<file path="config.mk">
export PLATFORM = sky130hd
export DESIGN_NAME = multicycle_control
export DESIGN_NICKNAME = d
export VERILOG_FILES = /design/src/rtl/multicycle_control.sv
export SDC_FILE = /design/constraint.sdc
export NUM_CORES = 1
export LEC_CHECK = 0
export ABC_AREA = 1
export CORE_ASPECT_RATIO = 0.7
export CORE_MARGIN = 1
export CORE_UTILIZATION = 35
export DETAILED_ROUTE_END_ITERATION = 16
export GPL_ROUTABILITY_DRIVEN = 0
export PLACE_DENSITY = 0.58
export SYNTH_ARGS = -nofsm -noshare
export SYNTH_HDL_FRONTEND = slang
export SYNTH_SLANG_ARGS = --single-unit
export TNS_END_PERCENT = 10
</file>
<file path="constraint.sdc">
create_clock -name clock -period 2.45 [get_ports clock]
set_input_delay 0.49 -clock clock [delete_from_list [all_inputs] [get_ports clock]]
set_output_delay 0.49 -clock clock [all_outputs]
set_load 0.05 [all_outputs]
</file>
<file path="src/rtl/multicycle_control.sv">
// Multicycle sequencer for the MIPS-subset core. It walks each instruction
// through fetch/decode/execute/memory/writeback and drives the datapath
// enables and selects. A watchdog guards the memory ready waits, and the
// block counts retired instructions.
module multicycle_control #(
  parameter int RETW    = 32,
  parameter int MAXWAIT = 255,
  parameter int WAITW   = 8
) (
  input  logic            clock,
  input  logic            resetN,
  input  logic [5:0]      opcode,
  input  logic [5:0]      funct,
  input  logic            zero,
  input  logic            memReady,
  output logic            pcWrite,
  output logic [1:0]      pcSrc,
  output logic            irWrite,
  output logic            iOrD,
  output logic            memRead,
  output logic            memWrite,
  output logic            regWrite,
  output logic [1:0]      regDst,
  output logic [1:0]      memToReg,
  output logic            aluSrcA,
  output logic [1:0]      aluSrcB,
  output logic [4:0]      aluControl,
  output logic [3:0]      state,
  output logic [RETW-1:0] retired,
  output logic            illegal,
  output logic            timeout
);

  typedef enum logic [3:0] {
    S_FETCH  = 4'd0,  S_DECODE = 4'd1,  S_MEMADR = 4'd2,  S_MEMRD  = 4'd3,
    S_MEMWB  = 4'd4,  S_MEMWR  = 4'd5,  S_EXEC   = 4'd6,  S_ALUWB  = 4'd7,
    S_BRANCH = 4'd8,  S_ADDIEX = 4'd9,  S_ADDIWB = 4'd10, S_JUMP   = 4'd11,
    S_JAL    = 4'd12, S_JR     = 4'd13, S_HALT   = 4'd15
  } state_t;

  localparam logic [5:0] OP_RTYPE = 6'b000000;
  localparam logic [5:0] OP_LW    = 6'b100011;
  localparam logic [5:0] OP_SW    = 6'b101011;
  localparam logic [5:0] OP_BEQ   = 6'b000100;
  localparam logic [5:0] OP_ADDI  = 6'b001000;
  localparam logic [5:0] OP_J     = 6'b000010;
  localparam logic [5:0] OP_JAL   = 6'b000011;

  localparam logic [5:0] FN_ADD = 6'b100000;
  localparam logic [5:0] FN_SUB = 6'b100010;
  localparam logic [5:0] FN_AND = 6'b100100;
  localparam logic [5:0] FN_OR  = 6'b100101;
  localparam logic [5:0] FN_SLT = 6'b101010;
  localparam logic [5:0] FN_JR  = 6'b001000;

  localparam logic [4:0] ALU_ADD = 5'b00000;
  localparam logic [4:0] ALU_SUB = 5'b00001;
  localparam logic [4:0] ALU_AND = 5'b00010;
  localparam logic [4:0] ALU_OR  = 5'b00011;
  localparam logic [4:0] ALU_SLT = 5'b00100;

  localparam logic [WAITW-1:0] MAXW = WAITW'(MAXWAIT);

  state_t            state_q, state_d;
  logic [WAITW-1:0]  wait_q, wait_d;
  logic [RETW-1:0]   retired_q, retired_d;
  logic              illegal_q, illegal_d;
  logic              timeout_q, timeout_d;

  logic pc_write_s, ir_write_s, mem_read_s, mem_write_s, reg_write_s;

  // State, watchdog, retire counter and sticky flags
  always_ff @(posedge clock or negedge resetN) begin
    if (!resetN) begin
      state_q   <= S_FETCH;
      wait_q    <= '0;
      retired_q <= '0;
      illegal_q <= 1'b0;
      timeout_q <= 1'b0;
    end else begin
      state_q   <= state_d;
      wait_q    <= wait_d;
      retired_q <= retired_d;
      illegal_q <= illegal_d;
      timeout_q <= timeout_d;
    end
  end

  // Next-state selection; the wait counter only survives a cycle spent
  // waiting in a memory state, so entry and memReady both clear it
  always_comb begin
    state_d   = state_q;
    wait_d    = '0;
    illegal_d = illegal_q;
    timeout_d = timeout_q;
    case (state_q)
      S_FETCH, S_MEMRD, S_MEMWR: begin
        if (memReady) begin
          if (state_q == S_FETCH) begin
            state_d = S_DECODE;
          end else if (state_q == S_MEMRD) begin
            state_d = S_MEMWB;
          end else begin
            state_d = S_FETCH;
          end
        end else if (wait_q == MAXW) begin
          state_d   = S_HALT;
          timeout_d = 1'b1;
        end else begin
          wait_d = wait_q + WAITW'(1);
        end
      end
      S_DECODE: begin
        case (opcode)
          OP_LW, OP_SW: state_d = S_MEMADR;
          OP_RTYPE: begin
            case (funct)
              FN_ADD, FN_SUB, FN_AND, FN_OR, FN_SLT: state_d = S_EXEC;
              FN_JR:   state_d = S_JR;
              default: begin
                state_d   = S_HALT;
                illegal_d = 1'b1;
              end
            endcase
          end
          OP_BEQ:  state_d = S_BRANCH;
          OP_ADDI: state_d = S_ADDIEX;
          OP_J:    state_d = S_JUMP;
          OP_JAL:  state_d = S_JAL;
          default: begin
            state_d   = S_HALT;
            illegal_d = 1'b1;
          end
        endcase
      end
      S_MEMADR: begin
        if (opcode == OP_LW) begin
          state_d = S_MEMRD;
        end else begin
          state_d = S_MEMWR;
        end
      end
      S_EXEC:   state_d = S_ALUWB;
      S_ADDIEX: state_d = S_ADDIWB;
      S_MEMWB, S_ALUWB, S_BRANCH, S_ADDIWB, S_JUMP, S_JAL, S_JR: state_d = S_FETCH;
      S_HALT:   state_d = S_HALT;
      default:  state_d = S_HALT;
    endcase
  end

  // Every entry into FETCH from another state completes an instruction
  always_comb begin
    if ((state_d == S_FETCH) && (state_q != S_FETCH)) begin
      retired_d = retired_q + RETW'(1);
    end else begin
      retired_d = retired_q;
    end
  end

  // Moore output decode (FETCH also looks at memReady, EXEC at funct, BRANCH at zero)
  always_comb begin
    pc_write_s  = 1'b0;
    ir_write_s  = 1'b0;
    mem_read_s  = 1'b0;
    mem_write_s = 1'b0;
    reg_write_s = 1'b0;
    pcSrc       = 2'b00;
    iOrD        = 1'b0;
    regDst      = 2'b00;
    memToReg    = 2'b00;
    aluSrcA     = 1'b0;
    aluSrcB     = 2'b00;
    aluControl  = ALU_ADD;
    case (state_q)
      S_FETCH: begin
        mem_read_s = 1'b1;
        aluSrcB    = 2'b01;
        pc_write_s = memReady;
        ir_write_s = memReady;
      end
      S_DECODE: aluSrcB = 2'b11;
      S_MEMADR: begin
        aluSrcA = 1'b1;
        aluSrcB = 2'b10;
      end
      S_MEMRD: begin
        mem_read_s = 1'b1;
        iOrD       = 1'b1;
      end
      S_MEMWB: begin
        reg_write_s = 1'b1;
        memToReg    = 2'b01;
      end
      S_MEMWR: begin
        mem_write_s = 1'b1;
        iOrD        = 1'b1;
      end
      S_EXEC: begin
        aluSrcA = 1'b1;
        case (funct)
          FN_SUB:  aluControl = ALU_SUB;
          FN_AND:  aluControl = ALU_AND;
          FN_OR:   aluControl = ALU_OR;
          FN_SLT:  aluControl = ALU_SLT;
          default: aluControl = ALU_ADD;
        endcase
      end
      S_ALUWB: begin
        reg_write_s = 1'b1;
        regDst      = 2'b01;
      end
      S_BRANCH: begin
        aluSrcA    = 1'b1;
        aluControl = ALU_SUB;
        pcSrc      = 2'b01;
        pc_write_s = zero;
      end
      S_ADDIEX: begin
        aluSrcA = 1'b1;
        aluSrcB = 2'b10;
      end
      S_ADDIWB: reg_write_s = 1'b1;
      S_JUMP: begin
        pc_write_s = 1'b1;
        pcSrc      = 2'b10;
      end
      S_JAL: begin
        pc_write_s  = 1'b1;
        pcSrc       = 2'b10;
        reg_write_s = 1'b1;
        regDst      = 2'b10;
        memToReg    = 2'b10;
      end
      S_JR: begin
        pc_write_s = 1'b1;
        pcSrc      = 2'b11;
      end
      default: begin
        pc_write_s = 1'b0;
      end
    endcase
  end

  // Strobes are held low for as long as reset is asserted
  assign pcWrite  = pc_write_s  & resetN;
  assign irWrite  = ir_write_s  & resetN;
  assign memRead  = mem_read_s  & resetN;
  assign memWrite = mem_write_s & resetN;
  assign regWrite = reg_write_s & resetN;

  assign state   = state_q;
  assign retired = retired_q;
  assign illegal = illegal_q;
  assign timeout = timeout_q;

endmodule

</file>
; ---- After elaboration in Yosys (flattened, before gate mapping)
; Cells that the tools add are included.
[word_totals]
reg_bits = 46
inputBits = 16
out_inout_bits = 58
elab_cells = 87
[op_classes]
addsub = 2
n_eq_ne = 27
n_mux = 26
n_bitwise = 7
n_reduce_logical = 20
[ops]
columns = cell, count
row1 = 4-bit one-hot mux with 6 select lines, 2
row2 = "6-bit == test, second input constant", 7
row3 = "32-bit by 1-bit adder with 32-bit output, second input constant", 1
row4 = "4-bit == test, second input constant", 6
row5 = 8-bit two-way mux, 3
row6 = "4-bit by 3-bit == test with 1-bit output, second input constant", 4
row7 = "6-bit by 2-bit == test with 1-bit output, second input constant", 2
row8 = "6-bit by 4-bit == test with 1-bit output, second input constant", 2
row9 = 2-bit one-hot mux with 3 select lines, 2
row10 = 3-bit one-hot mux with 4 select lines, 1
row11 = 6-bit OR reduction, 2
row12 = 2-bit OR reduction, 5
row13 = 3-bit two-way mux, 3
row14 = "8-bit by 1-bit adder with 8-bit output, second input constant", 1
row15 = "4-bit by 2-bit == test with 1-bit output, second input constant", 2
row16 = "8-bit == test, second input constant", 1
row17 = 4-bit zero test, 2
row18 = 4-bit two-way mux, 2
row19 = 2-bit one-hot mux with 2 select lines, 2
row20 = 4-bit one-hot mux with 2 select lines, 1
row21 = 4-bit OR reduction, 2
row22 = 1-bit two-way mux, 7
row23 = 7-bit OR reduction, 1
row24 = "6-bit by 3-bit == test with 1-bit output, second input constant", 1
row25 = 13 further kinds, 20

; ---- Depth between registers and ports, before layout
[logic_depth]
ltp_word = 7
ltp_mapped = 17
depth_no_buf = 14

; ---- Least setup slack after synthesis
; No wires, ideal clock.
[synth_timing]
kind = reg2out
start = register state_q[1] (netlist: state[1])
end = output port aluControl[0]
arrival_ns = 3.065
path_slack_ns = -1.105
path_stages_with_launch = 6
path_cell_list = dfrtp_1 > buf_4 > nand2_1 > nor2_1 > nand3_1 > o311ai_0
[synth_via]
elab_chain_len = 2
word_cells_on_any_way = 3
classes_between = 2 x eq/ne / 1 x mux
[synth_rtl]
columns = item, line
row1 = start: declaration, 64  ; state_t state_q, state_d;
row2 = start signal: assignment, 81  ; state_q <= state_d;
row3 = 4-bit == test or 4-bit by 3-bit == test with 1-bit output (tied branches), 174  ; case (state_q)
row4 = 3-bit one-hot mux with 2 select lines (*), 174
row5 = end: declaration, 27  ; output logic [4:0] aluControl,
; Mark *: on every way between the ends. The rest lies on a longest branch, timed or not.

; ---- Final worst setup path
[layout_timing]
start = input port funct[0]
end = output port aluControl[0]
[layout_via]
elab_chain_len = 3
word_cells_on_any_way = 6
classes_between = 4 x eq/ne / 2 x mux
[layout_rtl]
columns = item, line
row1 = start: declaration, 13  ; input logic [5:0] funct,
row2 = 6-bit == test, 200  ; case (funct)
row3 = 3-bit one-hot mux with 4 select lines (*), 200
row4 = 3-bit one-hot mux with 2 select lines (*), 174
; Marked as above.

==> flow_summary_export.csv <==
group,metric,value,unit
pwr,cellPowerDensity,380,nW/um^2
job,max-cap-violations,0,
finish,layout_common_cells,"nand2_1, inv_1, nor2_1",
synthesis,async_flop_share,100,%
synthesis,ys_types,36,
grt,grt_overflow,0,
synthesis,syn-instance-count,498,
route,firstDrtPassIters,4,
route,drcViolationCount,0,
clock_network,cts_buffers,5,
clock_network,cts_max_level,2,
route,finalWirelength,9640,um
floorplanning,initial_core_util,36.7,%
grt,grt_max_degree,47,
timing,worst_slew_pin_slew,595,ps
floorplanning,dieHeight,84.0,um
placed_design,dp_slack,-119,ps
finish,drive_above_1_share,16.7,%
pwr,ir_worst_vdd,0.240,mV
timing,drv_slew,0,
worst_setup_path,worst-setup-path-type,"input pin to output port",
synthesis,ys_seq_area_share,34.2,%
pwr,power_leakage,2.13,nW
grt,track_usage,20.0,%
timing,fin_skew,7.94,ps
clock_network,clockBufferDepth,2,
clock_network,clkTransAtPathRegs,60,ps
placed_design,port_buffers,71,
pwr,p_total,1.76,mW
finish,fin_cells,711,
finish,layout_commonest_cell,"nand2_1",
worst_setup_path,cp.arrival,1850,ps
placed_design,hpwl,7350,um
floorplanning,die_area,10000,sq um
worst_setup_path,crit_fanout,5,
clock_network,cts-root-buf,"clkbuf_16",
grt,grt_pass1_wl,15900,um
route,drt.antenna.violating_nets,0,
worst_setup_path,path_delay_family,"buffers and inverters",
worst_setup_path,cp_slowest_cell,"clkdlybuf4s50_1",
floorplanning,core_area,9180,sq um
clock_network,cts_tree,"done",
route,drtIter0Drc,219,
timing,hold_viol_final,0,
floorplanning,std_cell_rows,29,
synthesis,synth-edff-count,0,
floorplanning,die_x,119,um
route,wl_per_cell,13.6,um
worst_setup_path,worstPathCellList,"clkdlybuf4s50_1 -> nor3_2 -> nand3_1 -> o311ai_2 -> buf_12",
worst_setup_path,cp.required,1960,ps
worst_setup_path,critPathMaxStageDelay,510,ps
worst_setup_path,start_kind,"input pin",
worst_hold_path,min_path_type,"input pin to asynchronous set/reset pin",
timing,fin_crit_sh,95.5,%
synthesis,synth_warnings,0,
finish,synthToLayoutAreaGrowth,37.4,%
timing,timing.fmax,427,MHz
timing,setup-tns-final,0,ps
timing,grt_setup_unrepaired,"true",
clock_network,cts.sinks,46,
timing,fin_ws,110,ps
worst_setup_path,end_kind,"output port",
synthesis,synth-seq-cells,46,
grt,antenna_found_initial,0,
route,routed_via_density,4.93,
synthesis,synthFlopType,"dfrtp_1",
grt,grt_pass1_vias,3185,
worst_setup_path,cp-startpoint,"funct[0]",
synthesis,avgSynthCellArea,6.76,sq um
timing,period_needed,2340,ps
timing,setup_viol,0,
clock_network,cts_hold_buf,0,
synthesis,synth_area,3370,sq um
timing,max_slew_margin,60.3,%
clock_network,clk_latency,290,ps
placed_design,placedCellCount,703,
finish,diodes,0,
worst_setup_path,r2r-start,"state[1]",
finish,finalNetCount,604,
floorplanning,io_pins,74,
worst_setup_path,critPathBufInv,2,
route,vias,3507,
outcome,status,"finished, final reports clean",
## logic make-up after synthesis
kind of cell | Yosys count | share of synthesized area [%]
and+or+nand+nor | 331 | 45.7
DFF | 46 | 34.2
AOI/OAI and AO/OA | 17 | 3.01
buffers and inverters | 84 | 11.9
xor gates and xnor gates | 17 | 4.42
adders and majority gates | 2 | 0.743
other | 1 | 0.111
## layout make-up
| type | count | area [sq um] |
|---|---|---|
| timing repair buffer | 97 | 972 |
| clock buffer | 6 | 139 |
| clock inverter | 2 | 60.1 |
| multi-input combinational | 369 | 1900 |
| inverter | 67 | 251 |
| sequential | 46 | 1150 |
| tap | 124 | 155 |
| fill | 923 | 4550 |
## cells in the mapped netlist, types with 3 or more instances
master | n | area (sq um)
xor2_1 | 9 | 78.8
nand2_1 | 133 | 499
nand3_1 | 45 | 225
nor2_2 | 3 | 18.8
xnor2_1 | 8 | 70.1
dfrtp_1 | 46 | 1150
buf_6 | 6 | 67.6
nor2_4 | 4 | 45.0
nor2_1 | 69 | 259
inv_2 | 7 | 26.3
inv_1 | 60 | 225
a21oi_1 | 8 | 40.0
buf_4 | 7 | 52.6
nand2_2 | 8 | 50.1
nand4_1 | 42 | 263
nor3_1 | 15 | 75.1
## sequential cells by signal (all words and copies together), names as in the netlist
signal	count
wait_q	8
retired	32
state	4
timeout	1
illegal	1
## path summary, 6_finish.rpt
| kind | end | slack [ps] | depth (start not counted) |
|---|---|---|---|
| worst max register to register | retired[31] | 290 | 13 |
| min in group clock | wait_q[0] | 460 | 1 |
| worst min-delay path | wait_q[0] | 320 | 2 |
| worst max-delay path | aluControl[0] | 110 | 5 |
| worst min register to register | wait_q[0] | 460 | 1 |
| max in group asynchronous | state[1] | 1700 | 2 |
## through the flow
stage | hold WS (ps) | utilization, % | area [sq um]
floorplan | 194 | - | 3400
global placement | 448 | 47.7 | 4380
detailed placement | 459 | 47.7 | 4380
CTS | 354 | 49.9 | 4580
global route | 386 | 50.4 | 4630
finish | 318 | 50.4 | 4630
## report_power, final
part / leakage, nW / internal (mW) / switching (mW)
clock: 0.0971 / 0.612 / 0.286
combinational: 1.42 / 0.0390 / 0.0580
sequential: 0.617 / 0.760 / 0.000586
total: 2.13 / 1.41 / 0.344
## per-layer routing
metal | vias to the layer above | share of wire, % | GRT usage (%)
met5 | - | 0 | 0
met4 | 0 | 0.63 | 3.45
met3 | 7 | 6.2 | 3.69
met2 | 94 | 41 | 27.4
met1 | 1623 | 52 | 31.9
li1 | 1783 | - | -
## repair_timing
action | CTS | global route
setup buffers | 0 | 0
resized for setup | 0 | 14
endpoints found under the setup margin | 0 | 35
Power figures use the tool's default switching activity.
